`config.mk`:
```
export PLATFORM = sky130hd
export DESIGN_NAME = inputs_botao_flat
export DESIGN_NICKNAME = d
export VERILOG_FILES = /design/src/rtl/snake_pkg.sv /design/src/rtl/inputs_botao_if.sv /design/src/rtl/inputs_botao_debouncer.sv /design/src/rtl/inputs_botao.sv /design/src/flat_wrapper.sv
export SDC_FILE = /design/constraint.sdc
export NUM_CORES = 1
export LEC_CHECK = 0
export ABC_CLOCK_PERIOD_IN_PS = 1400
export CORE_UTILIZATION = 45
export DETAILED_ROUTE_END_ITERATION = 10
export DONT_BUFFER_PORTS = 1
export PLACE_DENSITY = 0.58
export SLEW_MARGIN = 25
export SYNTH_ARGS = -nofsm -noshare
export SYNTH_HDL_FRONTEND = slang
export SYNTH_SLANG_ARGS = --single-unit
```
`constraint.sdc`:
```
create_clock -name clock -period 1.4 [get_ports clock]
set_clock_uncertainty 0.1 [all_clocks]
set_input_delay 0.14 -clock clock [delete_from_list [all_inputs] [get_ports clock]]
set_output_delay 0.14 -clock clock [all_outputs]
set_load 0.02 [all_outputs]
```
`src/rtl/snake_pkg.sv`:
```
// Shared definitions for the snake game input path: one-hot movement
// directions, the opposite-direction helper and the default debounce length.
package snake_pkg;

   typedef logic [3:0] dir_t;

   localparam dir_t DIR_NONE  = 4'b0000;
   localparam dir_t DIR_UP    = 4'b0001;
   localparam dir_t DIR_LEFT  = 4'b0010;
   localparam dir_t DIR_DOWN  = 4'b0100;
   localparam dir_t DIR_RIGHT = 4'b1000;

   localparam int DEBOUNCE_DEFAULT = 4;

   // Opposite of a one-hot direction; anything else maps to DIR_NONE.
   function automatic dir_t dir_oposta(input dir_t d);
      case (d)
         DIR_UP:    return DIR_DOWN;
         DIR_DOWN:  return DIR_UP;
         DIR_LEFT:  return DIR_RIGHT;
         DIR_RIGHT: return DIR_LEFT;
         default:   return DIR_NONE;
      endcase
   endfunction

endpackage

```
`src/rtl/inputs_botao_if.sv`:
```
// Button/direction bundle between the board buttons and the game core.
// master drives the raw buttons, slave (inputs_botao) returns the direction.
interface inputs_botao_if;
   import snake_pkg::*;

   logic w;
   logic a;
   logic s;
   logic d;
   dir_t direcao;
   logic mudou;

   modport master (output w, a, s, d, input direcao, mudou);
   modport slave  (input w, a, s, d, output direcao, mudou);

endinterface

```
`src/rtl/inputs_botao_debouncer.sv`:
```
// One button: two-flop synchronizer followed by a symmetric counter debouncer.
// The debounced level flips only after DEBOUNCE_CYCLES consecutive cycles of
// disagreement with the synchronized level.
module inputs_botao_debouncer
   import snake_pkg::*;
#(
   parameter int DEBOUNCE_CYCLES = DEBOUNCE_DEFAULT
) (
   input  logic clock,
   input  logic reset,
   input  logic raw,
   output logic level
);

   localparam int CW = (DEBOUNCE_CYCLES > 1) ? $clog2(DEBOUNCE_CYCLES) : 1;
   localparam logic [CW-1:0] CNT_LAST = CW'(DEBOUNCE_CYCLES - 1);

   logic [1:0]    sync;
   logic [CW-1:0] cnt;

   // Synchronize, then count cycles of disagreement; toggle on the last one.
   always_ff @(posedge clock) begin
      if (reset) begin
         sync  <= '0;
         cnt   <= '0;
         level <= 1'b0;
      end else begin
         sync <= {sync[0], raw};
         if (sync[1] != level) begin
            if (cnt == CNT_LAST) begin
               level <= ~level;
               cnt   <= '0;
            end else begin
               cnt <= cnt + 1'b1;
            end
         end else begin
            cnt <= '0;
         end
      end
   end

endmodule

```
`src/rtl/inputs_botao.sv`:
```
// Four debounced buttons (w/a/s/d) to a registered one-hot direction.
// A debounced rising edge requests a direction; fixed priority w > a > s > d.
// Build option REVERSAL_BLOCK_EN: requests for the exact opposite of the
// current direction are dropped before priority selection.
module inputs_botao
   import snake_pkg::*;
#(
   parameter int DEBOUNCE_CYCLES = DEBOUNCE_DEFAULT
) (
   input logic           clock,
   input logic           reset,
   inputs_botao_if.slave bus
);

   localparam int NUM_BTN = 4;

   // Bit i of each vector lines up with the one-hot direction bit it requests.
   logic [NUM_BTN-1:0] btn;
   logic [NUM_BTN-1:0] deb;
   logic [NUM_BTN-1:0] deb_prev;
   logic [NUM_BTN-1:0] req;
   logic [NUM_BTN-1:0] cand;
   dir_t               prox;
   dir_t               direcao_q;
   logic               mudou_q;

   assign btn = {bus.d, bus.s, bus.a, bus.w};

   for (genvar i = 0; i < NUM_BTN; i++) begin : g_btn
      inputs_botao_debouncer #(.DEBOUNCE_CYCLES(DEBOUNCE_CYCLES)) u_deb (
         .clock (clock),
         .reset (reset),
         .raw   (btn[i]),
         .level (deb[i])
      );
   end

   assign req = deb & ~deb_prev;

   // Filter reversals (optional), then pick the highest-priority request.
   always_comb begin
      cand = req;
`ifdef REVERSAL_BLOCK_EN
      if (direcao_q != DIR_NONE)
         cand = req & ~dir_oposta(direcao_q);
`endif
      prox = DIR_NONE;
      for (int i = NUM_BTN - 1; i >= 0; i--) begin
         if (cand[i]) begin
            prox    = DIR_NONE;
            prox[i] = 1'b1;
         end
      end
   end

   // Edge history and registered direction; mudou pulses on a real change.
   always_ff @(posedge clock) begin
      if (reset) begin
         deb_prev  <= '0;
         direcao_q <= DIR_NONE;
         mudou_q   <= 1'b0;
      end else begin
         deb_prev <= deb;
         mudou_q  <= 1'b0;
         if (prox != DIR_NONE && prox != direcao_q) begin
            direcao_q <= prox;
            mudou_q   <= 1'b1;
         end
      end
   end

   assign bus.direcao = direcao_q;
   assign bus.mudou   = mudou_q;

endmodule

```
`src/flat_wrapper.sv`:
```
// flat-port wrapper written by rule: the top's interface ports become plain ports
module inputs_botao_flat import snake_pkg::*;
#(
   parameter int DEBOUNCE_CYCLES = DEBOUNCE_DEFAULT
)
  (clock, reset, bus_w, bus_a, bus_s, bus_d, bus_direcao, bus_mudou);
  inputs_botao_if bus_i ();
  input logic clock;
  input logic reset;
  input wire logic [$bits(bus_i.w)-1:0] bus_w;
  input wire logic [$bits(bus_i.a)-1:0] bus_a;
  input wire logic [$bits(bus_i.s)-1:0] bus_s;
  input wire logic [$bits(bus_i.d)-1:0] bus_d;
  output wire logic [$bits(bus_i.direcao)-1:0] bus_direcao;
  output wire logic [$bits(bus_i.mudou)-1:0] bus_mudou;
  assign bus_i.w = bus_w;
  assign bus_i.a = bus_a;
  assign bus_i.s = bus_s;
  assign bus_i.d = bus_d;
  assign bus_direcao = bus_i.direcao;
  assign bus_mudou = bus_i.mudou;
  inputs_botao #(.DEBOUNCE_CYCLES(DEBOUNCE_CYCLES)) u_core (.clock(clock), .reset(reset), .bus(bus_i));
endmodule
```
==> key figures <==
Yosys
  – Post-synth EDFFs: 0
  – Mean Syn Cell Area: 10.48 um2
  – Yosys reg bits: 29
  – Share of the synthesized area in the top cell type: 0.5433
  – Mapped Area: 0.001069 mm2
  – Synth warnings: 0
  – Distinct cells, synth: 25
  – Main synth FF type: dfxtp_1
  – Post-Syn Instances: 102
  – Mapped Nets: 112
  – Post-synth top cells: 29 x dfxtp_1, 17 x nor2_1, 15 x nor2b_1, 5 x xnor2_1
  – Synth top area cells: dfxtp_1 54%, nor2b_1 8.8%, nor2_1 6.0%
  – Sequential area share after synthesis: 0.5433
  – Largest area contributor in the netlist: dfxtp_1
  – Count leader, synth: dfxtp_1
  – FFs w/ async S/R, synth: 0

Route
  – DRT iter0 DRCs: 2
  – DR vias/cell: 4.762
  – First-pass DRT Iterations: 3
  – Average routed wire per standard cell: 11.37 um
  – Drt total wl: 1672 um
  – DR DRC count: 0
  – Vias: 700
  – Antenna Violating Nets Remaining: 0

Worst setup path
  – CP startpoint: u_core.g_btn[2].u_deb.level
  – Top Family by Delay on Critical Path: simple AND/OR/NAND/NOR gates
  – CP startpoint kind: flip-flop
  – Setup CP Type: reg2reg
  – Buf/Inv on CP: 0
  – Top fanout value on the critical path: 5
  – Worst R2R Path Depth: 4
  – Slowest stage cell on the critical path: or3b_1
  – RR Endpoint: u_core.bus.mudou
  – Required @ worst endpoint: 1.46 ns
  – Reg2reg start: u_core.g_btn[2].u_deb.level
  – Critical-path cell list: nor2b_4, or3b_1, o211ai_2, a211oi_1
  – R2R setup slack: 0.08 ns
  – Worst setup EP type: flip-flop
  – Worst EP arrival: 1.38 ns
  – Worst stage delay on the critical path: 0.36 ns

Timing
  – Relative slew slack: 0.4851
  – Max Clk Rate: 756.9 MHz
  – # setup viols final: 0
  – Final period util: 0.9436
  – Fin crit period: 1.321 ns
  – Worst-Margin Slew: 0.7723 ns
  – RSZ-0062 raised after global routing: no
  – Fin. max-slew vios: 0
  – TNS Setup: 0 ns
  – Endpoints failing hold: 0
  – Hold slack: 0.3192 ns

CTS
  – Root Buffer: clkbuf_4
  – Clk pin slew, worst setup/hold paths: 0.09 ns
  – CTS tree: done
  – CTS sink cnt: 29
  – Clock Path Buffers: 2
  – Clock latency on the worst-skew pair: 0.31 ns
  – H-Tree Depth: 2
  – TritonCTS Buffers: 5

Placement
  – Port Buffer Count: 0
  – DPL Wire Length: 1045 um
  – Final Wtd Congestion: 0.7278

Die
  – Die height: 50.73 um
  – Die width: 50.73 um
  – Initial Utilization: 0.4784
  – Std-Cell Rows: 17
  – I/O pins: 11
  – Core region area: 0.002233 mm2
  – Die area: 0.002574 mm2

Global route
  – Initial antenna violation count: 0
  – Pin count of the biggest net entering global routing: 22
  – Overflow after GRT: 0
  – Number of global-route vias before repair: 639
  – All-Layer GR Usage: 0.1588
  – First-pass GRT wire length: 2849 um

Layout
  – Area growth syn-to-layout: 18.50%
  – Fillcell total: 204
  – Share of layout cells above drive strength 1: 0.1092
  – Utilization after layout: 0.5669
  – Nets: 129
  – ANT cells: 0

Pwr
  – Total power per unit cell area: 1090 mW/mm2
  – Worst VDD drop: 0.0006670 V
  – Leakage power: 0.0005263 uW
  – Total chip power: 1380 uW

Status
  – Status: completed

Hold path
  – Worst Hold Depth: 1
  – HP Start: u_core.g_btn[0].u_deb.cnt[0]
  – Type of the worst min-delay path: reg2reg
  – Hold Path End: u_core.g_btn[0].u_deb.cnt[0]

Flow run
  – Max cap viols: 0
-- power by group --
| part | internal (uW) | switching (uW) |
|---|---|---|
| clock | 237 | 257 |
| sequential | 838 | 6.03 |
| combinational | 24.2 | 17.9 |
| total | 1100 | 281 |
-- kinds of logic after synthesis --
kind of cell | Yosys count | share of synthesized area
flip-flops | 29 | 0.5433
multiplexers | 4 | 0.03747
AND/OR/NAND/NOR | 48 | 0.2646
XOR/XNOR | 5 | 0.04098
adder cells (fa/ha/maj) | 4 | 0.04684
AO/OA/AOI/OAI | 6 | 0.04567
buffers and inverters | 6 | 0.02108
-- per-layer routing --
metal,part of all wire,up-vias,global-route usage
met5,0,-,0
met4,0.026,0,0.1296
met3,0.046,6,0.06061
met2,0.46,16,0.2244
met1,0.46,311,0.1884
li1,-,367,-
-- timing repair --
item,CTS,global route
setup buffers,0,0
hold buffers,9,0
resized for setup,0,1
hold endpoints to repair,29,0
setup endpoints to repair,0,8
-- flip-flops by register name, summed over array words and instances (netlist names) --
signal / flops
u_core.bus.mudou: 1
u_core.deb_prev: 4
u_core.g_btn.u_deb.cnt: 8
u_core.bus.direcao: 4
u_core.g_btn.u_deb.level: 4
u_core.g_btn.u_deb.sync: 8
-- metrics by stage --
step / std cells / cell area, um2 / setup WS [ns]
global route: 147 / 1266 / 0.01525
CTS: 147 / 1264 / 0.004215
floorplan: 102 / 1069 / 0.1213
detailed placement: 131 / 1119 / 0.1151
finish: 147 / 1266 / 0.07889
global placement: 131 / 1119 / 0.1343
-- how the worst max path moves through the flow --
| stage | endpoint | slack [ns] | cells past startpoint |
|---|---|---|---|
| floorplan | u_core.bus.mudou | 0.12 | 3 |
| global route | u_core.bus.mudou | 0.02 | 4 |
| finish | u_core.bus.mudou | 0.08 | 4 |
| global placement | u_core.bus.mudou | 0.13 | 4 |
| CTS | u_core.g_btn[2].u_deb.cnt[1] | 0.004 | 3 |
| detailed placement | u_core.bus.mudou | 0.12 | 4 |
-- layout by cell type, fill, tap and decap left out, types with 2 or more instances in the layout --
| master | netlist | final |
|---|---|---|
| buf_4 | 0 | 3 |
| dfxtp_1 | 29 | 29 |
| nand2b_1 | 2 | 2 |
| or3_1 | 4 | 4 |
| and2b_1 | 2 | 2 |
| nor2b_1 | 15 | 15 |
| ha_1 | 4 | 4 |
| clkbuf_4 | 0 | 5 |
| xnor2_1 | 5 | 5 |
| dlygate4sd3_1 | 0 | 8 |
| nor2_1 | 17 | 17 |
| mux2i_1 | 4 | 4 |
| inv_1 | 4 | 4 |
-- area by class of cell --
class	count	area, um2	area share
inverter	4	15.01	0.01186
tap	28	35.03	0.02767
clock buffer	7	55.05	0.04348
sequential	29	580.6	0.4585
multi-input combinational	67	465.4	0.3676
timing repair buffer	12	115.1	0.09091
Power figures use the tool's default switching activity.
